==> config.mk <==
export PLATFORM = sky130hd
export DESIGN_NAME = sw_pe_cell
export DESIGN_NICKNAME = d
export VERILOG_FILES = /design/src/rtl/sw_pe_cell.sv
export SDC_FILE = /design/constraint.sdc
export NUM_CORES = 1
export LEC_CHECK = 0
export BUFFER_PORTS_ARGS = -buffer_cell sky130_fd_sc_hd__buf_4
export CELL_PAD_IN_SITES_DETAIL_PLACEMENT = 0
export CELL_PAD_IN_SITES_GLOBAL_PLACEMENT = 1
export CORE_MARGIN = 5
export CORE_UTILIZATION = 44
export DETAILED_ROUTE_END_ITERATION = 10
export PLACE_DENSITY_LB_ADDON = 0.1
export SYNTH_ARGS = -nofsm -noshare
export SYNTH_HDL_FRONTEND = slang
export SYNTH_SLANG_ARGS = --single-unit
==> constraint.sdc <==
create_clock -name clk -period 6.93 [get_ports clk]
set_clock_uncertainty 0.2 [all_clocks]
set_input_delay 0 -clock clk [delete_from_list [all_inputs] [get_ports clk]]
set_output_delay 0 -clock clk [all_outputs]
set_load 0.05 [all_outputs]
==> src/rtl/sw_pe_cell.sv <==
// -----------------------------------------------------------------------------
// sw_pe_cell
//   One processing element of a linear systolic Smith-Waterman array using a
//   linear gap penalty. The PE holds one reference base (X_i) and scores the
//   query stream (Y_i) that flows through the array one PE per cycle. Every
//   valid beat computes one DP cell H(i,j) and forwards Y/valid one cycle later.
//   Idle beats (valid_i=0) freeze the DP state, so bubbles are invisible to the
//   alignment result.
//
// Ports
//   clk      in   1   rising-edge clock
//   rst      in   1   synchronous active-low reset (0 = reset)
//   X_i      in   2   reference base of this PE (A/C/G/T = 0..3)
//   Y_i      in   2   query base for this beat
//   valid_i  in   1   qualifies Y_i / top_i
//   top_i    in   SW  H(i-1,j) from the upstream PE (0 for PE0)
//   score_o  out  SW  registered H(i,j) of the last valid beat
//   Y_o      out  2   Y_i delayed one cycle
//   valid_o  out  1   valid_i delayed one cycle
// -----------------------------------------------------------------------------
module sw_pe_cell #(
  parameter int unsigned MATCH    = 32'd2,
  parameter int unsigned MISMATCH = 32'd1,
  parameter int unsigned GAP      = 32'd1,
  parameter int unsigned SW       = 32'd16
) (
  input  logic          clk,
  input  logic          rst,
  input  logic [1:0]    X_i,
  input  logic [1:0]    Y_i,
  input  logic          valid_i,
  input  logic [SW-1:0] top_i,
  output logic [SW-1:0] score_o,
  output logic [1:0]    Y_o,
  output logic          valid_o
);

  // Signed compute width: SW magnitude bits, one bit of headroom for
  // diag+MATCH, one sign bit; never narrower than 18 bits.
  localparam int unsigned CW = (SW + 32'd2 > 32'd18) ? (SW + 32'd2) : 32'd18;

  localparam logic signed [CW-1:0] MATCH_C    = CW'(MATCH);
  localparam logic signed [CW-1:0] MISMATCH_C = CW'(MISMATCH);
  localparam logic signed [CW-1:0] GAP_C      = CW'(GAP);
  localparam logic signed [CW-1:0] ZERO_C     = {CW{1'b0}};
  localparam logic signed [CW-1:0] SAT_C      = {{(CW-SW){1'b0}}, {SW{1'b1}}};

  logic [SW-1:0]          diag_r;
  logic signed [CW-1:0]   d_s;
  logic signed [CW-1:0]   t_s;
  logic signed [CW-1:0]   l_s;
  logic signed [CW-1:0]   best_s;
  logic [SW-1:0]          h_s;

  // Zero-extend an unsigned score into the signed compute width.
  function automatic logic signed [CW-1:0] widen(input logic [SW-1:0] v);
    widen = $signed({{(CW-SW){1'b0}}, v});
  endfunction

  // Candidate scores: diagonal with substitution, top gap, left gap.
  always_comb begin
    d_s = widen(diag_r);
    if (X_i == Y_i) begin
      d_s = d_s + MATCH_C;
    end else begin
      d_s = d_s - MISMATCH_C;
    end
    t_s = widen(top_i) - GAP_C;
    l_s = widen(score_o) - GAP_C;
  end

  // Local-alignment max with floor at zero, then saturate to the SW range.
  always_comb begin
    best_s = ZERO_C;
    if (d_s > best_s) begin
      best_s = d_s;
    end else begin
      best_s = best_s;
    end
    if (t_s > best_s) begin
      best_s = t_s;
    end else begin
      best_s = best_s;
    end
    if (l_s > best_s) begin
      best_s = l_s;
    end else begin
      best_s = best_s;
    end
    if (best_s > SAT_C) begin
      h_s = {SW{1'b1}};
    end else begin
      h_s = best_s[SW-1:0];
    end
  end

  // DP state and pipeline registers; idle beats hold everything but valid.
  always_ff @(posedge clk) begin
    if (!rst) begin
      score_o <= {SW{1'b0}};
      diag_r  <= {SW{1'b0}};
      Y_o     <= 2'd0;
      valid_o <= 1'b0;
    end else if (valid_i) begin
      score_o <= h_s;
      diag_r  <= top_i;
      Y_o     <= Y_i;
      valid_o <= 1'b1;
    end else begin
      valid_o <= 1'b0;
    end
  end

endmodule

After elaboration in Yosys (flattened, before gate mapping)
Cells that the tools add are included.

$add $sub $neg: 4. Magnitude comparators: 4. Equal/unequal tests: 1. Mux-type cells: 6.

Operators by type and width (number): $mux 18 (4); $sub 16x1->17 const B (3); $gt 17x18->1 (2); $gt 18x1->1 const B (1); $gt 18x17->1 const B (1); $add 16x2->17 const B (1); $mux 16 (1); $eq 2x2->1 (1); $mux 1 (1).

Flip-flop bits (word level): 35. Input port bits: 23. Output and inout port bits: 19. Logic and storage cells: 19.

Depth between registers and ports, before layout
Depth after elaboration: 10. Mapped depth: 30.

Worst setup path after synthesis
Ideal clock, no wire load.

Path kind: register -> register. Start: register diag_r[9]. End: register score_o[9]. Setup time: 133 ps. Arrival time: 5969 ps. Required time: 6597 ps. Setup slack: 628 ps. Cell stages (with the launch flop): 25. Buffers on the path: 4. Clock period less this slack: 6302 ps. Cell sequence: dfxtp_1 or4_1 or3_1 or4_1 clkbuf_1 o211ai_1 ha_1 and4_1 o21ai_1 a21oi_1 o31a_1 o31ai_1 a41o_1 buf_1 clkbuf_1 o21ai_1 ha_1 nand4_1 or2_1 o221a_2 a21oi_1 clkbuf_1 nand2_1 a21oi_1 a211oi_1.

Word-level cells in the longest chain between the ends: 10. Elaborated cells on any way between the ends: 11.

RTL lines: from (decl) (line 48) `logic [SW-1:0] diag_r;`; from (signal assigned) (line 101) `diag_r <= {SW{1'b0}};`; from (signal assigned) (line 106) `diag_r <= top_i;`; $sub 16x1->17 or $add 16x2->17 (tied branches) (line 66, 64); $mux 18 * (line 63) `if (X_i == Y_i) begin`; $gt 18x1->1 (line 75) `if (d_s > best_s) begin`; $mux 18 * (line 75); $gt 17x18->1 (line 80) `if (t_s > best_s) begin`; $mux 18 * (line 80); $gt 17x18->1 (line 85) `if (l_s > best_s) begin`; $mux 18 * (line 85); $gt 18x17->1 (line 90) `if (best_s > SAT_C) begin`; $mux 16 * (line 90); to (signal assigned) (line 100) `score_o <= {SW{1'b0}};`; to (signal assigned) (line 105) `score_o <= h_s;`; to (decl) (line 33) `output logic [SW-1:0] score_o,`.

Every way passes the cells marked *; elsewhere a longest branch is shown, timed or not. A chain may end at the register's enable or synchronous reset.

Worst setup path in the final report
Start: register diag_r[9]. End: register score_o[0].

The elaborated chain is that of the path after synthesis.

==> flow_summary.yaml <==
status:
  status: "finished, final reports clean"
clocking:
  htreeDepth: 2
  insertion_delay_ns: 0.29
  cts_root_buf: "clkbuf_8"
  clkTransAtPathRegs_ns: 0.08
  cts_buffer_depth: 2
  cts_sinks: 35
  cts_tree: "yes"
  post-cts-setup-buffers: 0
  numCtsBuffers: 5
timing:
  worst_slack_ns: 0.3938
  worstMarginPinSlew_ns: 0.7832
  fin_crit_sh_pct: 94.32
  setup_tns_ns: 0
  rsz0062_at_grt: "no"
  fin_crit_ns: 6.536
  final_hold_viol_count: 0
  finalSetupViolations: 0
  max_freq_mhz: 153.0
  slew_headroom_pct: 47.68
  report.final.slew_viol_count: 0
global_route:
  grt_max_degree: 42
  grt_antenna_before_repair: 0
  overflow: 0
  grt_pass1_vias: 3713
  grtUsageTotal_pct: 21.29
  grt_pass1_wl_um: 17730
final_layout:
  area_growth_pct: 24.21
  fin_nets: 616
  utilization_pct: 55.83
  drive_gt1_share_pct: 13.18
  fin_area_um2: 4564
  n_fill_cell: 809
  antenna_cells: 0
routing:
  first_pass_iters: 4
  finalWirelength_um: 10550
  first_iter_violations: 167
  ant_nets: 0
  vias: 3667
  route.detailed.drc: 0
  wl_per_cell_um: 16.01
  routed_via_density: 5.564
placement:
  portBuffers: 41
  pre_cts_ws_ns: 0.3442
  dpl.hpwl_um: 7852
  dpl_cell_area_um2: 4101
  gp_congestion: 0.9172
critical_path:
  slowest_delay_ns: 0.71
  slowest_stage: "or4_1"
  crit_path_max_fanout: 11
  cp-end-kind: "flop"
  cp_cell_sequence: "or4_1 > or3_1 > or4_1 > o211ai_1 > ha_1 > and4_1 > o21ai_1 > a21oi_1 > o31a_1 > o31ai_1 > a41o_1 > buf_4 > mux2_2 > ha_1 > a21oi_1 > nor2b_1 > o31a_1 > o21ai_0 > a21oi_1 > nor2_2 > buf_4 > o21a_1 > a21oi_1"
  cp.arrival_ns: 6.52
  start_kind: "flop"
  crit_top_cell: "a21oi_1"
  cp_num_buf_inv: 2
  critPathKind: "flop to flop"
  crit_family: "simple AND/OR/NAND/NOR gates"
  required_ns: 6.91
floorplanning:
  ioPinCount: 42
  row_count: 33
  dieArea_um2: 10280
  initial_utilization_pct: 44.95
  dieWidth_um: 101.4
  die_height_um: 101.4
  coreArea_um2: 8175
logic_synthesis:
  ys_seq_area_share_pct: 19.07
  syn_avg_cell_area_um2: 7.640
  ys_types: 53
  synth_seq_cells: 35
  syn_nets: 543
  synthArstFlopShare_pct: 0
  synth_ff_type: "dfxtp_1"
  synth_edf_count: 0
  netlist_area_um2: 3675
  synth_cells: 481
  yosys_warnings: 0
power_and_ir_drop:
  ir_worst_vdd_uv: 169.2
  p_leak_nw: 2.059
  power.density_nw_per_um2: 286.1
flow_run:
  maxCapViolCount: 0
worst_hold_path:
  hold_class: "input pin to flop"
-- power by group --
group	leakage, nW	internal [W]	switching (W)
Clock	0.0470	0.0000782	0.0000799
Combinational	1.72	0.000347	0.000499
Sequential	0.289	0.000239	0.0000631
-- flip-flops by register name (all words and copies together) (netlist names) --
name     flops
valid_o      1
diag_r      16
Y_o          2
score_o     16
-- cells in the mapped netlist, types with 2 or more instances --
cell type | number | area [um^2]
a211oi_1 | 12 | 90.09
a21boi_1 | 3 | 22.52
a21o_1 | 8 | 60.06
a21oi_1 | 23 | 115.1
a31oi_1 | 4 | 25.02
and2_1 | 2 | 12.51
and3_1 | 4 | 25.02
buf_1 | 3 | 11.26
clkbuf_1 | 17 | 63.81
dfxtp_1 | 35 | 700.7
ha_1 | 39 | 488.0
inv_1 | 30 | 112.6
mux2_2 | 6 | 67.56
mux2i_1 | 23 | 230.2
nand2_1 | 51 | 191.4
nand2b_1 | 7 | 43.79
nand3_1 | 11 | 55.05
nand4_1 | 11 | 68.82
nor2_1 | 26 | 97.59
nor2b_1 | 27 | 168.9
nor3_1 | 9 | 45.04
nor3_2 | 2 | 20.02
nor3b_1 | 3 | 22.52
nor4_1 | 8 | 50.05
o211ai_1 | 3 | 22.52
o21a_1 | 4 | 30.03
o21ai_0 | 19 | 95.09
o21ai_1 | 7 | 35.03
o221ai_1 | 2 | 17.52
o31a_1 | 2 | 17.52
o31ai_1 | 6 | 45.04
or2_1 | 2 | 12.51
or3_1 | 7 | 43.79
or4_1 | 5 | 37.54
xnor2_1 | 24 | 210.2
xor2_1 | 19 | 166.4
-- metrics by stage --
stage	hold slack, ns	power (W)	std cells
6_report	0.07971	0.001306	659
5_1_grt	0.1026	0.001423	659
4_1_cts	0.06657	0.001307	659
3_5_place_dp	0.08974	0.001124	615
3_3_place_gp	0.08430	0.001110	615
2_1_floorplan	-0.05012	0.0009057	481
-- what timing repair did --
| action | 4_1_cts | 5_1_grt |
|---|---|---|
| hold buffers | 37 | 0 |
| hold endpoints to repair | 34 | 0 |
| setup endpoints to repair | 0 | 11 |
| resized for setup | 0 | 2 |
-- cell usage in the layout (no fill, tap or decap), types with 23 or more instances in the layout --
cell / instances
nand2_1: 50
xnor2_1: 24
nor2b_1: 27
dfxtp_1: 35
nor2_1: 25
buf_4: 50
inv_1: 30
ha_1: 39
mux2i_1: 23
a21oi_1: 23
dlygate4sd3_1: 37
-- area by class of cell --
| type | instances | area (um^2) | area share, % |
|---|---|---|---|
| inverters | 30 | 112.6 | 2.467 |
| clock buffers | 6 | 82.58 | 1.809 |
| clock inverters | 1 | 5.005 | 0.1096 |
| flip-flops and latches | 35 | 700.7 | 15.35 |
| multi-input cells | 395 | 2786 | 61.05 |
| repair buffers | 87 | 745.7 | 16.34 |
| well taps | 105 | 131.4 | 2.878 |
-- cell families after synthesis --
kind of cell	synth area share, %
XOR/XNOR	10.25
AND/OR/NAND/NOR	25.94
buffers and inverters	5.243
adder cells (fa/ha/maj)	13.28
multiplexers	8.103
flip-flops	19.07
other	0.1020
AO/OA/AOI/OAI	18.01
-- path summary, 6_finish.rpt --
kind	from	endpoint	slack [ns]	depth (start not counted)
worst max-delay path	diag_r[9]	score_o[0]	0.39	23
worst min-delay path	valid_i	valid_o	0.08	2
worst max register to register	diag_r[9]	score_o[0]	0.39	23
worst min register to register	score_o[8]	score_o[8]	0.39	2
-- per-layer routing --
| layer | share of wire (%) | track usage [%] | wire length, um |
|---|---|---|---|
| met5 | 0 | 0 | 0 |
| met4 | 1.1 | 5.215 | 115 |
| met3 | 3.5 | 2.686 | 371 |
| met2 | 47 | 36.17 | 5007 |
| met1 | 48 | 28.60 | 5055 |
(Power assumes the default switching activity.)
